[src/rtl/cart_pkg.sv]
// Shared mapper codes, bank defaults and address-window constants for the
// cartridge ROM mapper.
package cart_pkg;

    localparam logic [2:0] MAP_NONE    = 3'd0;
    localparam logic [2:0] MAP_PLAIN   = 3'd1;
    localparam logic [2:0] MAP_GM2     = 3'd2;
    localparam logic [2:0] MAP_KONAMI  = 3'd3;
    localparam logic [2:0] MAP_SCC     = 3'd4;
    localparam logic [2:0] MAP_ASCII8  = 3'd5;
    localparam logic [2:0] MAP_ASCII16 = 3'd6;

    localparam int unsigned NUM_BANKS = 4;

    typedef logic [NUM_BANKS-1:0][7:0] bank_file_t;

    localparam bank_file_t BANKS_LINEAR = {8'd3, 8'd2, 8'd1, 8'd0};
    localparam bank_file_t BANKS_ZERO   = '0;

    // 8 KB pages 2..5 cover the 4000-BFFF cartridge window.
    localparam logic [2:0] PAGE_FIRST     = 3'd2;
    localparam logic [2:0] PAGE_LAST      = 3'd5;
    localparam logic [2:0] PAGE_REG_FIRST = 3'd3;        // 6000: first writable bank page
    localparam logic [2:0] ASCII_REG_PAGE = 3'd3;        // 6000-7FFF
    localparam logic [4:0] SCC_REG_SLOT   = 5'b10011;    // 9800-9FFF
    localparam logic [3:0] GM2_SRAM_SLOT  = 4'hB;        // B000-BFFF

    function automatic bank_file_t default_banks(input logic [2:0] map);
        return (map == MAP_ASCII8 || map == MAP_ASCII16) ? BANKS_ZERO : BANKS_LINEAR;
    endfunction

    // Next power of two >= size, minus one.
    function automatic logic [24:0] size_to_mask(input logic [24:0] size);
        logic [24:0] m;
        m = size - 25'd1;
        m = m | (m >> 1);
        m = m | (m >> 2);
        m = m | (m >> 4);
        m = m | (m >> 8);
        m = m | (m >> 16);
        return (size <= 25'd1) ? '0 : m;
    endfunction

endpackage

[src/rtl/cart_bank_regs.sv]
// Bank register file: registers the mapper code, decodes per-mapper bank
// writes and reloads defaults on reset or on any mapper change.
module cart_bank_regs
    import cart_pkg::*;
(
    input  logic        clk,
    input  logic        reset,
    input  logic [2:0]  mapper,
    input  logic        cs,
    input  logic [15:0] cpu_addr,
    input  logic [7:0]  cpu_din,
    input  logic        cpu_wr,
    output logic [2:0]  mapper_q,
    output bank_file_t  banks_q
);

    logic [2:0] page;
    logic       wr_hit;
    logic [1:0] wr_idx;
    bank_file_t banks_d;

    assign page = cpu_addr[15:13];

    always_comb begin
        wr_hit = 1'b0;
        wr_idx = 2'(page - PAGE_FIRST);
        unique case (mapper_q)
            MAP_KONAMI: wr_hit = page inside {[PAGE_REG_FIRST:PAGE_LAST]};
            MAP_SCC: begin
                // x000-x7FF at the top half of each 8 KB page
                wr_hit = (page inside {[PAGE_FIRST:PAGE_LAST]}) && (cpu_addr[12:11] == 2'b10);
            end
            MAP_ASCII8: begin
                wr_hit = (page == ASCII_REG_PAGE);
                wr_idx = cpu_addr[12:11];
            end
            MAP_ASCII16: begin
                wr_hit = (page == ASCII_REG_PAGE) && !cpu_addr[11];
                wr_idx = {1'b0, cpu_addr[12]};
            end
            MAP_GM2: begin
                wr_hit = (page inside {[PAGE_REG_FIRST:PAGE_LAST]}) && !cpu_addr[12];
            end
            default: ;
        endcase
    end

    always_comb begin
        banks_d = banks_q;
        if (cs && cpu_wr && wr_hit) begin
            banks_d[wr_idx] = cpu_din;
        end
    end

    always_ff @(posedge clk) begin
        if (reset || (mapper != mapper_q)) begin
            mapper_q <= mapper;
            banks_q  <= default_banks(mapper);
        end else begin
            banks_q  <= banks_d;
        end
    end

endmodule

[src/rtl/cart_rom_mapper.sv]
// Cartridge-slot mapper: translates Z80 accesses into ROM/SRAM requests using
// the bank registers, with one cycle of output registering.
module cart_rom_mapper
    import cart_pkg::*;
#(
    parameter int unsigned SRAM_AW = 13
) (
    input  logic               clk,
    input  logic               reset,
    input  logic [2:0]         mapper,
    input  logic [3:0]         offset,
    input  logic [24:0]        rom_size,
    input  logic               cs,
    input  logic [15:0]        cpu_addr,
    input  logic [7:0]         cpu_din,
    input  logic               cpu_wr,
    input  logic               cpu_rd,
    output logic [24:0]        mem_addr,
    output logic               mem_rd,
    output logic [SRAM_AW-1:0] sram_addr,
    output logic               sram_rd,
    output logic               sram_we,
    output logic               scc_sel,
    output logic               unmapped
);

    logic [2:0]  mapper_q;
    bank_file_t  banks_q;
    logic [24:0] rom_mask_q;

    cart_bank_regs u_bank_regs (
        .clk      (clk),
        .reset    (reset),
        .mapper   (mapper),
        .cs       (cs),
        .cpu_addr (cpu_addr),
        .cpu_din  (cpu_din),
        .cpu_wr   (cpu_wr),
        .mapper_q (mapper_q),
        .banks_q  (banks_q)
    );

    logic [2:0]  page;
    logic        in_window;
    logic        scc_hit;
    logic [7:0]  bank8k;
    logic [7:0]  bank16k;
    logic [24:0] addr8k;
    logic [24:0] addr16k;
    logic [16:0] plain_diff;

    assign page       = cpu_addr[15:13];
    assign in_window  = page inside {[PAGE_FIRST:PAGE_LAST]};
    assign bank8k     = banks_q[2'(page - PAGE_FIRST)];
    assign bank16k    = banks_q[{1'b0, cpu_addr[15]}];
    assign addr8k     = 25'({bank8k, cpu_addr[12:0]}) & rom_mask_q;
    assign addr16k    = 25'({bank16k, cpu_addr[13:0]}) & rom_mask_q;
    // Bit 16 flags an address below the plain-ROM base.
    assign plain_diff = {1'b0, cpu_addr} - {1'b0, offset, 12'h000};
    assign scc_hit    = (mapper_q == MAP_SCC) && (banks_q[2][5:0] == 6'h3F) &&
                        (cpu_addr[15:11] == SCC_REG_SLOT);

    logic [24:0]        mem_addr_d;
    logic               mem_rd_d;
    logic [SRAM_AW-1:0] sram_addr_d;
    logic               sram_rd_d;
    logic               sram_we_d;
    logic               scc_sel_d;
    logic               unmapped_d;

    always_comb begin
        mem_addr_d  = '0;
        mem_rd_d    = 1'b0;
        sram_addr_d = '0;
        sram_rd_d   = 1'b0;
        sram_we_d   = 1'b0;
        scc_sel_d   = 1'b0;
        unmapped_d  = 1'b0;
        if (cs && (cpu_rd || cpu_wr)) begin
            unique case (mapper_q)
                MAP_NONE, MAP_PLAIN: begin
                    if (cpu_rd) begin
                        if (plain_diff[16] || (25'(plain_diff[15:0]) >= rom_size)) begin
                            unmapped_d = 1'b1;
                        end else begin
                            mem_rd_d   = 1'b1;
                            mem_addr_d = 25'(plain_diff[15:0]) & rom_mask_q;
                        end
                    end
                end
                MAP_GM2: begin
                    if (cpu_wr) begin
                        if ((cpu_addr[15:12] == GM2_SRAM_SLOT) && banks_q[3][4]) begin
                            sram_we_d   = 1'b1;
                            sram_addr_d = SRAM_AW'({banks_q[3][5], cpu_addr[11:0]});
                        end
                    end else if (!in_window) begin
                        unmapped_d = 1'b1;
                    end else if (bank8k[4]) begin
                        sram_rd_d   = 1'b1;
                        sram_addr_d = SRAM_AW'({bank8k[5], cpu_addr[11:0]});
                    end else begin
                        mem_rd_d   = 1'b1;
                        mem_addr_d = addr8k;
                    end
                end
                MAP_ASCII16: begin
                    if (cpu_rd) begin
                        if (!in_window) begin
                            unmapped_d = 1'b1;
                        end else begin
                            mem_rd_d   = 1'b1;
                            mem_addr_d = addr16k;
                        end
                    end
                end
                default: begin
                    // Konami, Konami SCC and ASCII8 share 8 KB read translation.
                    if (scc_hit) begin
                        scc_sel_d = 1'b1;
                    end else if (cpu_rd) begin
                        if (!in_window) begin
                            unmapped_d = 1'b1;
                        end else begin
                            mem_rd_d   = 1'b1;
                            mem_addr_d = addr8k;
                        end
                    end
                end
            endcase
        end
    end

    always_ff @(posedge clk) begin
        if (reset) begin
            rom_mask_q <= '0;
            mem_addr   <= '0;
            mem_rd     <= 1'b0;
            sram_addr  <= '0;
            sram_rd    <= 1'b0;
            sram_we    <= 1'b0;
            scc_sel    <= 1'b0;
            unmapped   <= 1'b0;
        end else begin
            rom_mask_q <= size_to_mask(rom_size);
            mem_addr   <= mem_addr_d;
            mem_rd     <= mem_rd_d;
            sram_addr  <= sram_addr_d;
            sram_rd    <= sram_rd_d;
            sram_we    <= sram_we_d;
            scc_sel    <= scc_sel_d;
            unmapped   <= unmapped_d;
        end
    end

endmodule

[config.mk]
export PLATFORM = sky130hd
export DESIGN_NAME = cart_rom_mapper
export DESIGN_NICKNAME = d
export VERILOG_FILES = /design/src/rtl/cart_pkg.sv /design/src/rtl/cart_bank_regs.sv /design/src/rtl/cart_rom_mapper.sv
export SDC_FILE = /design/constraint.sdc
export NUM_CORES = 1
export LEC_CHECK = 0
export ABC_CLOCK_PERIOD_IN_PS = 3400
export BUFFER_PORTS_ARGS = -buffer_cell sky130_fd_sc_hd__buf_2
export CAP_MARGIN = 10
export CORE_MARGIN = 2
export CORE_UTILIZATION = 56
export DETAILED_ROUTE_END_ITERATION = 12
export PLACE_DENSITY = 0.8
export SETUP_SLACK_MARGIN = 0.3
export SLEW_MARGIN = 20
export SYNTH_ARGS = -nofsm -noshare
export SYNTH_HDL_FRONTEND = slang
export SYNTH_SLANG_ARGS = --single-unit
[constraint.sdc]
create_clock -name clk -period 3.4 [get_ports clk]
set_clock_uncertainty 0.05 [all_clocks]
set_input_delay 0.68 -clock clk [delete_from_list [all_inputs] [get_ports clk]]
set_output_delay 0.68 -clock clk [all_outputs]
set_load 0.005 [all_outputs]
==> summary.md <==
| Metric | Value |
|---|---|
| Site Rows | `35` |
| Hold EP | `mem_addr[8]$_SDFF_PP0_` |
| Primary FF master, synth | `dfxtp_1` |
| Inserted Diodes | `0` |
| Top-area cell type share of the netlist area | `23.0%` |
| Worst-skew pair later-pin latency | `around 0.38 ns` |
| Largest net degree at the start of global routing | `33` |
| Longest Clk Path Bufs | `2` |
| Hold path depth | `1` |
| Routed WL per cell | `approximately 17 um` |
| Crit share post-route | `86.1%` |
| DRC Markers | `0` |
| Worst Setup End Kind | `flip-flop` |
| Clock-pin slew of the registers on the worst-case setup and hold paths | `around 0.1 ns` |
| Post-synth top area cell | `dfxtp_1` |
| Final nets | `around 750` |
| Clk sinks | `97` |
| Area Overhead vs Synth | `17.4%` |
| Die Ht | `around 100 um` |
| CTS tree | `yes` |
| Delay-heaviest family, CP | `simple AND/OR/NAND/NOR gates` |
| Average via count per standard cell | `5.88` |
| Sequential-to-total area share from yosys stat | `approximately 42%` |
| Clock Root Buffer | `clkbuf_8` |
| Ranking of synthesized cells by area | `dfxtp_1 (23%), edfxtp_1 (19%), mux2i_1 (6.5%), ha_1 (5.3%), nor2_1 (4.4%)` |
| Final hold viol count | `0` |
| Total wire length | `13800 um` |
| Slowest cell on crit path | `or4b_1` |
| Worst Hold Launch | `rom_mask_q[8]$_SDFF_PP0_` |
| Initial antenna violation count | `0` |
| VDD IR max | `0.000286 V` |
| Max Slew Vio Count | `0` |
| Post_cts resized | `0` |
| Post-route cell area | `~0.0063 sq mm` |
| CORE AREA | `~0.0093 sq mm` |
| Async SR Flop Fraction | `0%` |
| DPL Wire Length | `roughly 11000 um` |
| Gpl congestion | `0.980` |
| Full die area | `roughly 0.010 sq mm` |
| Vias post-DR | `approximately 4700` |
| Seq cells post-synth | `97` |
| Slew headroom | `33.8%` |
| Mapped Cells | `554` |
| Crit start category | `primary input` |
| Worst path bufs/invs | `3` |
| Tmin final | `between 2 and 3 ns` |
| Setup TNS Final | `0 ns` |
| RR Startpoint | `u_bank_regs.mapper_q[0]$_DFFE_PP_` |
| Worst R2R End | `mem_addr[3]$_SDFF_PP0_` |
| Synthesized area | `between 0.005 and 0.006 sq mm` |
| RSZ-0062 raised after global routing | `false` |
| 1st-iter DRT viols | `~340` |
| Worst setup margin | `roughly 0.47 ns` |
| First-pass GRT wire length | `roughly 22000 um` |
| Yosys Warn Count | `0` |
| Worst Setup SP | `rom_size[1]` |
| IO Pins | `about 100` |
| Number of flops mapped to enable cells by yosys | `35` |
| H-tree levels | `3` |
| Reg-to-reg slack, setup | `between 0.7 and 0.8 ns` |
| Initial DRT Pass Iterations | `5` |
| CP Max Fanout | `7` |
| Num CTS Buffers | `9` |
| Placement Setup Slack | `approximately 0.11 ns` |
| Dpl cell area | `between 0.006 and 0.007 sq mm` |
| F_max | `about 340 MHz` |
| Worst Path Required | `between 3 and 4 ns` |
| Commonest non-fill, non-tap cells in the layout | `buf_2 (100), nor2_1 (64), dfxtp_1 (62)` |
| # setup viols final | `0` |
| Post-layout util | `between 60% and 70%` |
| PD cells | `roughly 380 mW/mm^2` |
| Number of max-cap violations | `0` |
| Total grt overflow | `0` |
| Detail Route Antenna Nets | `0` |
| Vias in the first global route | `around 4500` |
| DIE WIDTH | `102 um` |
| Leak pwr | `approximately 2.8 nW` |
| Total GRT Usage | `a little over a quarter` |
| Initial core utilization | `between 50% and 60%` |
| Layout cells sized above 1 | `between 20% and 30%` |
| Kind of critical path | `primary input to flip-flop` |
| Most common library cell in the layout ignoring fill and taps | `buf_2` |
| Tot Pwr | `approximately 0.0024 W` |
| Worst Tran Pin Value | `0.991 ns` |
| Outcome | `finished clean` |
| I/O Buffers | `100` |
| # Post-CTS Setup Buffers | `0` |
| Worst Hold Class | `flip-flop to flip-flop` |
| Worst reg-to-reg path cell count | `8` |
| Syn_area_per_cell | `a little under 10 sq um` |
| Cts hold-fix bufs | `0` |
| Library cells used by synthesis | `between 70 and 80` |
| Worst path arrival time | `3.13 ns` |
| Crit-path cells | `buf_2, inv_1, ha_2, or4b_1, nor3b_1, a31oi_1, o21ai_0, nand4_1, nor3b_2, buf_4, a41oi_1` |
| CP max stage delay | `approximately 0.55 ns` |
-- cells in the mapped netlist (all sizes together) (4+ instances only) --
cell and count:
nor2 64, dfxtp 62, inv 39, edfxtp 35, mux2i 35, nand2 25, o21ai 24, a21oi 23
ha 23, nor3 23, and2 19, and3 19, clkbuf 12, xnor2 11, a31oi 9, buf 9
nor4 9, o22ai 9, mux4 8, nand3 8, nand4 7, xor2 7, a21o 6, and4 6
nand2b 5, a32o 4, nor3b 4
-- cells by family after synthesis --
logic type	share of synthesized area, %
AO/OA/AOI/OAI	12.1
buffers and inverters	4.65
multiplexers	9.82
flip-flops	42.4
other	0.0694
adder cells (fa/ha/maj)	5.70
AND/OR/NAND/NOR	22.3
XOR/XNOR	2.92
-- per-layer routing --
| metal | global-route usage [%] | vias to the layer above | share of wire [%] |
|---|---|---|---|
| met5 | 0 | - | 0 |
| met4 | 8.51 | 0 | 1.7 |
| met3 | 4.17 | 25 | 7.4 |
| met2 | 44.5 | 220 | 47 |
| met1 | 37.9 | 2225 | 44 |
| li1 | - | 2241 | - |
-- report_power, final --
| group | total (W) | switching [W] | leakage [nW] | internal, W |
|---|---|---|---|---|
| Sequential | 0.00129 | 0.0000351 | 0.913 | 0.00125 |
| Combinational | 0.000418 | 0.000240 | 1.81 | 0.000177 |
| Clock | 0.000729 | 0.000430 | 0.0953 | 0.000299 |
| Total | 0.00244 | 0.000706 | 2.82 | 0.00173 |
-- registers in the layout, summed over array words and instances (netlist names) --
name and flops:
mem_addr 22, mem_rd 1, rom_mask_q 22, scc_sel 1, sram_addr 13, sram_rd 1
sram_we 1, u_bank_regs.banks_q 32, u_bank_regs.mapper_q 3, unmapped 1
-- layout make-up --
cell class	instances	area [sq um]
fillers	757	2940
clock buffers	11	141
multi-input cells	399	2890
well taps	129	161
inverters	39	146
flip-flops and latches	97	2290
clock inverters	5	43.8
repair buffers	121	671
-- how the worst max path moves through the flow --
stage	endpoint	depth (start not counted)
CTS	rom_mask_q[1]$_SDFF_PP0_	10
global placement	rom_mask_q[1]$_SDFF_PP0_	10
floorplan	rom_mask_q[9]$_SDFF_PP0_	10
global route	rom_mask_q[1]$_SDFF_PP0_	11
detailed placement	rom_mask_q[1]$_SDFF_PP0_	10
finish	rom_mask_q[4]$_SDFF_PP0_	11
-- stage by stage --
step,hold slack (ns),instances
finish,0.410,801
global route,0.409,801
CTS,0.410,801
detailed placement,0.386,785
global placement,0.381,785
floorplan,0.356,556
Note: power is estimated with default switching activity, not from simulation.
